`config.mk`:
```
export PLATFORM = sky130hd
export DESIGN_NAME = fifo_rd_stream
export DESIGN_NICKNAME = d
export VERILOG_FILES = /design/src/rtl/fifo_rd_stream.sv
export SDC_FILE = /design/constraint.sdc
export NUM_CORES = 1
export LEC_CHECK = 0
export BUFFER_PORTS_ARGS = -buffer_cell sky130_fd_sc_hd__buf_4
export CAP_MARGIN = 10
export CORE_MARGIN = 2
export CORE_UTILIZATION = 54
export CTS_CLUSTER_SIZE = 16
export DETAILED_ROUTE_END_ITERATION = 7
export PLACE_DENSITY_LB_ADDON = 0.12
export SLEW_MARGIN = 0
export SYNTH_ARGS = -nofsm -noshare
export SYNTH_HDL_FRONTEND = slang
export SYNTH_SLANG_ARGS = --single-unit
```
`constraint.sdc`:
```
create_clock -name clk -period 3.25 [get_ports clk]
set_clock_uncertainty 0.1 [all_clocks]
set_input_delay 0.1625 -clock clk [delete_from_list [all_inputs] [get_ports clk]]
set_output_delay 0.1625 -clock clk [all_outputs]
set_load 0.01 [all_outputs]
```
`src/rtl/fifo_rd_stream.sv`:
```
// ---------------------------------------------------------------------------
// fifo_rd_stream
//
// Read-side consumer stage for the async FIFO. It runs entirely in the read
// clock domain. It pops words from the FIFO head and presents them
// downstream as a registered valid/ready stream through a 2-entry skid
// buffer.
//
// rd_inc depends only on rd_empty and the buffer state. There is therefore
// no combinational path from out_ready to the FIFO pop strobe, and the
// stage still sustains one word per cycle.
//
// Parameters:
//   DSIZE   data word width (must match the FIFO's DSIZE)
//   CNT_W   width of the statistics counters (used with FIFO_RD_STATS_EN)
//
// Ports:
//   clk         read-domain clock (same net as the FIFO rd_clk)
//   rst         synchronous active-high reset (same net as the FIFO rd_rst)
//   rd_empty    FIFO empty flag; rd_data is invalid while high
//   rd_data     FIFO head word, valid whenever rd_empty = 0
//   rd_inc      pop strobe to the FIFO
//   out_valid   out_data holds a valid word
//   out_ready   downstream accepts the word this cycle
//   out_data    head word of the skid buffer, straight from a register
//   out_level   skid buffer occupancy, 0..2
//
// Optional feature, macro FIFO_RD_STATS_EN:
//   stat_clr    synchronous clear of both counters
//   stat_words  saturating count of transfers (out_valid && out_ready)
//   stat_stalls saturating count of cycles with out_valid && !out_ready
// ---------------------------------------------------------------------------
module fifo_rd_stream #(
    parameter int DSIZE = 8,
    parameter int CNT_W = 16
) (
    input  logic             clk,
    input  logic             rst,
    input  logic             rd_empty,
    input  logic [DSIZE-1:0] rd_data,
    output logic             rd_inc,
    output logic             out_valid,
    input  logic             out_ready,
    output logic [DSIZE-1:0] out_data,
    output logic [1:0]       out_level
`ifdef FIFO_RD_STATS_EN
    ,
    input  logic             stat_clr,
    output logic [CNT_W-1:0] stat_words,
    output logic [CNT_W-1:0] stat_stalls
`endif
);

    // Reject nonsensical widths at elaboration time.
    if (DSIZE < 1 || CNT_W < 1) begin : g_param_check
        $error("fifo_rd_stream: DSIZE and CNT_W must be at least 1");
    end

    // The state encoding equals the occupancy, so out_level is the state.
    typedef enum logic [1:0] {
        S_EMPTY = 2'd0,
        S_ONE   = 2'd1,
        S_TWO   = 2'd2
    } state_t;

    state_t           state;
    state_t           state_nxt;
    logic [DSIZE-1:0] ent0;
    logic [DSIZE-1:0] ent1;
    logic [DSIZE-1:0] ent0_nxt;
    logic [DSIZE-1:0] ent1_nxt;
    logic             push;
    logic             pop;

    // The FIFO is popped whenever it has data and a slot is guaranteed free.
    // In ONE, a pushed word goes either to ent0 (on a simultaneous pop) or
    // to ent1, so no look at out_ready is needed.
    assign rd_inc    = !rst && !rd_empty && (state != S_TWO);
    assign push      = rd_inc;
    assign out_valid = (state != S_EMPTY);
    assign pop       = out_valid && out_ready;
    assign out_data  = ent0;
    assign out_level = state;

    always_comb begin
        state_nxt = state;
        ent0_nxt  = ent0;
        ent1_nxt  = ent1;
        unique case (state)
            S_EMPTY: begin
                if (push) begin
                    ent0_nxt  = rd_data;
                    state_nxt = S_ONE;
                end
            end
            S_ONE: begin
                if (push && pop) begin
                    ent0_nxt = rd_data;
                end else if (push) begin
                    ent1_nxt  = rd_data;
                    state_nxt = S_TWO;
                end else if (pop) begin
                    state_nxt = S_EMPTY;
                end
            end
            S_TWO: begin
                // rd_inc is forced low here, so only a pop can happen.
                if (pop) begin
                    ent0_nxt  = ent1;
                    state_nxt = S_ONE;
                end
            end
            default: begin
                state_nxt = S_EMPTY;
            end
        endcase
    end

    always_ff @(posedge clk) begin
        if (rst) begin
            state <= S_EMPTY;
            ent0  <= '0;
            ent1  <= '0;
        end else begin
            state <= state_nxt;
            ent0  <= ent0_nxt;
            ent1  <= ent1_nxt;
        end
    end

`ifdef FIFO_RD_STATS_EN
    logic stall;

    assign stall = out_valid && !out_ready;

    // Both counters saturate at all-ones. A clear wins over an increment
    // that lands in the same cycle.
    always_ff @(posedge clk) begin
        if (rst || stat_clr) begin
            stat_words  <= '0;
            stat_stalls <= '0;
        end else begin
            if (pop && (stat_words != {CNT_W{1'b1}})) begin
                stat_words <= stat_words + CNT_W'(1);
            end
            if (stall && (stat_stalls != {CNT_W{1'b1}})) begin
                stat_stalls <= stat_stalls + CNT_W'(1);
            end
        end
    end
`endif

endmodule

```
## Word-level counts from Yosys, hierarchy flattened

Cells that the tools add are included.
W data, S select, Z words.

- Eq/ne operators: 8
- Multiplexer cells: 10
- Bitwise logic cells: 1
- Reductions and logical operators: 12

Operators with widths:

| operator | number |
|---|---|
| $mux W8 | 3 |
| $pmux W8 S3 | 1 |
| $mux W2 | 5 |
| $ne A2 B2 Y1 const B | 5 |
| $reduce_and A4 Y1 | 2 |
| $pmux W2 S3 | 1 |
| $logic_and A1 B1 Y1 | 4 |
| $ne A3 B3 Y1 const B | 1 |
| $reduce_and A3 Y1 | 1 |
| $reduce_bool A3 Y1 | 1 |
| $eq A2 B1 Y1 const B | 1 |
| $eq A2 B2 Y1 const B | 1 |
| $logic_not A1 Y1 | 2 |
| $logic_not A2 Y1 | 1 |
| $reduce_bool A2 Y1 | 1 |
| $not A1 Y1 | 1 |

- Flip-flop bits (word level): 18
- Input bits: 12
- Output and inout port bits: 12
- Logic and storage cells: 34

## Logic depth before layout (Yosys ltp)

- Depth in word-level cells: 6
- Mapped depth: 4
- Mapped depth without buffers: 3

## Least setup slack after synthesis

OpenSTA, ideal clock, no wires.

- Path kind: register -> register
- Start point: register state[0] (netlist: out_level[0])
- End point: register ent1[0]
- Library setup time: 134 ps
- Arrival time: 1216 ps
- Required time: 3016 ps
- Setup slack: 1800 ps
- Cell stages (with the launch flop): 5
- Path buffers: 1
- Clock period less this slack: 1450 ps
- Path through: dfxtp_1 > or4b_1 > buf_2 > o21ai_1 > a21oi_1

- Longest elaborated chain between the ends: 5
- Elaborated cells between the ends (all ways): 8
- Those cells by class: 2 x eq/ne; 1 x bitwise; 5 x reduce/logical

Ends and longest elaborated chain:

| element | line | text |
|---|---|---|
| start, declared | 66 | `state_t state;` |
| start signal, assigned | 125 | `state <= state_nxt;` |
| $ne A2 B2 Y1 or $reduce_bool A2 Y1 (tied branches) | 78, 80 |  |
| $logic_and A1 B1 Y1, on equally long branches | 78, 81 |  |
| $logic_and A1 B1 Y1 | 97 | `if (push && pop) begin` |
| $not A1 Y1 (no source line) | - |  |
| $reduce_and A3 Y1 (no source line) (*) | - |  |
| end signal, assigned | 127 | `ent1 <= ent1_nxt;` |
| end, declared | 69 | `logic [DSIZE-1:0] ent1;` |

Mark *: on every way between the ends. The rest lies on a longest branch, timed or not.
A chain may end at the register's enable or synchronous reset.

## Worst setup path after layout

- Start point: register state[1] (netlist: out_level[1])
- End point: output rd_inc

- Longest elaborated chain between the ends: 2

Ends and longest elaborated chain:

| element | line | text |
|---|---|---|
| $ne A2 B2 Y1 | 78 | `assign rd_inc = !rst && !rd_empty && (state != S_TWO);` |
| $logic_and A1 B1 Y1 | 78 |  |
| end, declared | 41 | `output logic rd_inc,` |

Every way passes these cells.

==> metrics.md <==
| Metric | Value |
|---|---|
| Sequential share of the synthesized area | `0.3967` |
| Area overhead of the layout relative to synthesis | `21.21%` |
| Crit-path leading delay family | `simple AND/OR/NAND/NOR gates` |
| Number of gates resized after cts | `0` |
| Total leakage power | `0.4625 nW` |
| Number of distinct library cells after synthesis | `24` |
| Overall overflow remaining after global route | `0` |
| Critical Path Source Type | `register` |
| Warning count from the yosys run | `0` |
| Hold Fails Final Rpt | `0` |
| RSZ-0062 raised after global routing | `false` |
| Tightest slew margin relative to the limit | `0.5569` |
| Non-Filler Instances | `126` |
| Largest stage delay on the critical path | `0.62 ns` |
| Clock-pin slew on the worst setup and hold paths | `0.10 ns` |
| Post-detailed-route via-to-cell ratio | `6.286` |
| Category of the critical setup timing path | `register to primary output` |
| Highest-delay cell along the critical path | `sky130_fd_sc_hd__dfxtp_1` |
| Highest attainable clock frequency | `0.5063 GHz` |
| PD cells | `420.8 nW/um2` |
| Post-CTS setup buffers | `0` |
| ANT cells | `0` |
| Maximum buffer depth of the clock tree | `2` |
| Final total power | `0.0004633 W` |
| Pin count of the biggest net entering global routing | `22` |
| Number of nets in the synthesized netlist | `103` |
| Detail Route Antenna Nets | `0` |
| Via count of the first global-routing pass | `747` |
| Core region area | `1541 um2` |
| Minimum clock period | `1.975 ns` |
| I/O pins | `24` |
| Async set or reset register ratio after synthesis | `0` |
| Number of vias in the routed layout | `792` |
| CP max FO | `15` |
| Count of input and output buffers | `23` |
| Wire length of the first global-routing pass | `3305 um` |
| Top cell type by total area after synthesis | `sky130_fd_sc_hd__dfxtp_1` |
| Arr. time, crit path | `1.71 ns` |
| Initial cell density of the core | `0.5893` |
| CP startpoint | `out_level[1]` |
| CP Buf/Inv Count | `1` |
| Routed WL per cell | `15.66 um` |
| Post-synthesis area per instance | `9.982 um2` |
| Most used flip-flop cell after synthesis | `sky130_fd_sc_hd__dfxtp_1` |
| Initial drt markers | `7` |
| GRT Util Overall | `0.2136` |
| Die footprint | `2026 um2` |
| Outcome | `finished clean` |
| Sum of routed wire length over all layers | `1973 um` |
| Endpoint required time on the critical path | `2.99 ns` |
| Final net count | `123` |
| Post-route DRC | `0` |
| Post-synth EDFFs | `0` |
| Row Count | `14` |
| Min-delay worst type | `primary input to register` |
| Leading post-synthesis cells by cell area | `sky130_fd_sc_hd__dfxtp_1, sky130_fd_sc_hd__a211oi_2, sky130_fd_sc_hd__mux2i_1` |
| TritonCTS clock tree | `built` |
| Peak supply drop | `0.2966 mV` |
| Max cap viols | `0` |
| Number of placed instances with taps included | `122` |
| Tightest Pin Transition | `0.6621 ns` |
| # setup viols final | `0` |
| Number of CTS-inserted buffers | `3` |
| Cell-by-cell listing of the critical path | `nand2b_1, and2_1, buf_4` |
| Chip width | `45.02 um` |
| Detailed-routing iteration count for the pre-antenna-repair pass | `4` |
| Sort of element at the end of the critical path | `primary output` |
| Height of the chip | `45.02 um` |
| Number of H-tree levels | `1` |
| Final Slew Violations | `0` |
| Post-Synthesis Cell Area | `908.4 um2` |
| Clock sinks | `18` |
| Number of antenna violations at the first check in global routing | `0` |
| Hold Startpoint | `out_ready` |
| Final period util | `0.6077` |
| R2R Path Start | `out_level[1]` |
| Post-synth top cells | `sky130_fd_sc_hd__dfxtp_1, sky130_fd_sc_hd__a21oi_1` |
| Number of hold-repair buffers added at the cts stage | `0` |
| Flop and latch count out of synthesis | `18` |
| Top-count cell post-synth | `sky130_fd_sc_hd__dfxtp_1` |
| Setup tns final | `0 ns` |
| Clock latency on the worst-skew pair | `0.28 ns` |
| CTS root buffer | `sky130_fd_sc_hd__clkbuf_4` |
| RePlAce Congestion | `0.7899` |
| Layout cells sized above 1 | `0.3545` |
| Half-perimeter wire length after detailed placement | `1448 um` |
| Synthesized netlist cell count | `91` |
| Area share of the largest cell type after synthesis | `0.3967` |
-- where the power goes --
| part | switching [W] | leakage [nW] | internal [W] |
|---|---|---|---|
| registers | 0.00000857 | 0.147 | 0.000232 |
| logic | 0.0000452 | 0.295 | 0.0000453 |
| clock network | 0.0000646 | 0.0210 | 0.0000680 |
| total | 0.000118 | 0.462 | 0.000345 |
-- cell usage in the layout (no fill, tap or decap), drive strengths merged --
cell	instances
nor4b	1
and2	1
or4b	1
buf	23
nand3	8
nor2b	2
inv	1
nand2b	2
a31o	1
clkbuf	4
dfxtp	18
a211o	1
a311oi	8
or2	1
o32ai	1
a211oi	8
and3b	2
a21oi	9
o21ai	9
mux2i	8
nor2	1
-- flip-flops by register name, indices dropped and copies added (netlist names) --
name / flops
out_level: 2
out_data: 8
ent1: 8
-- cell families (layout without fill, tap and decap cells) --
family / after synthesis / in the layout / synth area share
buffers and inverters: 9 / 28 / 0.04407
muxes: 8 / 8 / 0.08816
DFF: 18 / 18 / 0.3967
AOI/OAI and AO/OA: 37 / 37 / 0.3251
and+or+nand+nor: 19 / 19 / 0.1460
-- metrics by stage --
step	setup slack [ns]	instance area [um2]	hold WS (ns)	utilization
floorplan	1.800	908.4	0.1804	-
global placement	1.646	1065	0.3377	0.6907
detailed placement	1.602	1065	0.3438	0.6907
CTS	1.288	1101	0.04831	0.7143
global route	1.128	1101	0.05378	0.7143
finish	1.275	1101	0.05347	0.7143
-- area by class of cell --
cell class,count,area (um2)
Timing Repair Buffer,23,172.7
Inverter,1,3.754
Multi-Input combinational cell,64,508.0
Tap cell,16,20.02
Clock buffer,4,36.28
Sequential cell,18,360.3
Fill cell,134,440.4
-- metal layers --
metal  share of wire  global-route usage  vias to the layer above
li1                -                   -                      394
met1            0.45              0.2829                      379
met2            0.51              0.3686                       17
met3           0.039             0.02400                        2
met4          0.0066             0.05294                        0
met5               0                   0                        -
-- path summary, 6_finish.rpt --
kind / slack (ns) / depth (start not counted) / endpoint
setup reg to reg: 1.58 / 3 / out_data[6]
hold reg to reg: 0.39 / 2 / ent1[5]
hold / removal: 0.05 / 2 / out_level[1]
setup / recovery: 1.27 / 3 / rd_inc
No activity file was read; power rests on OpenSTA's default activity.
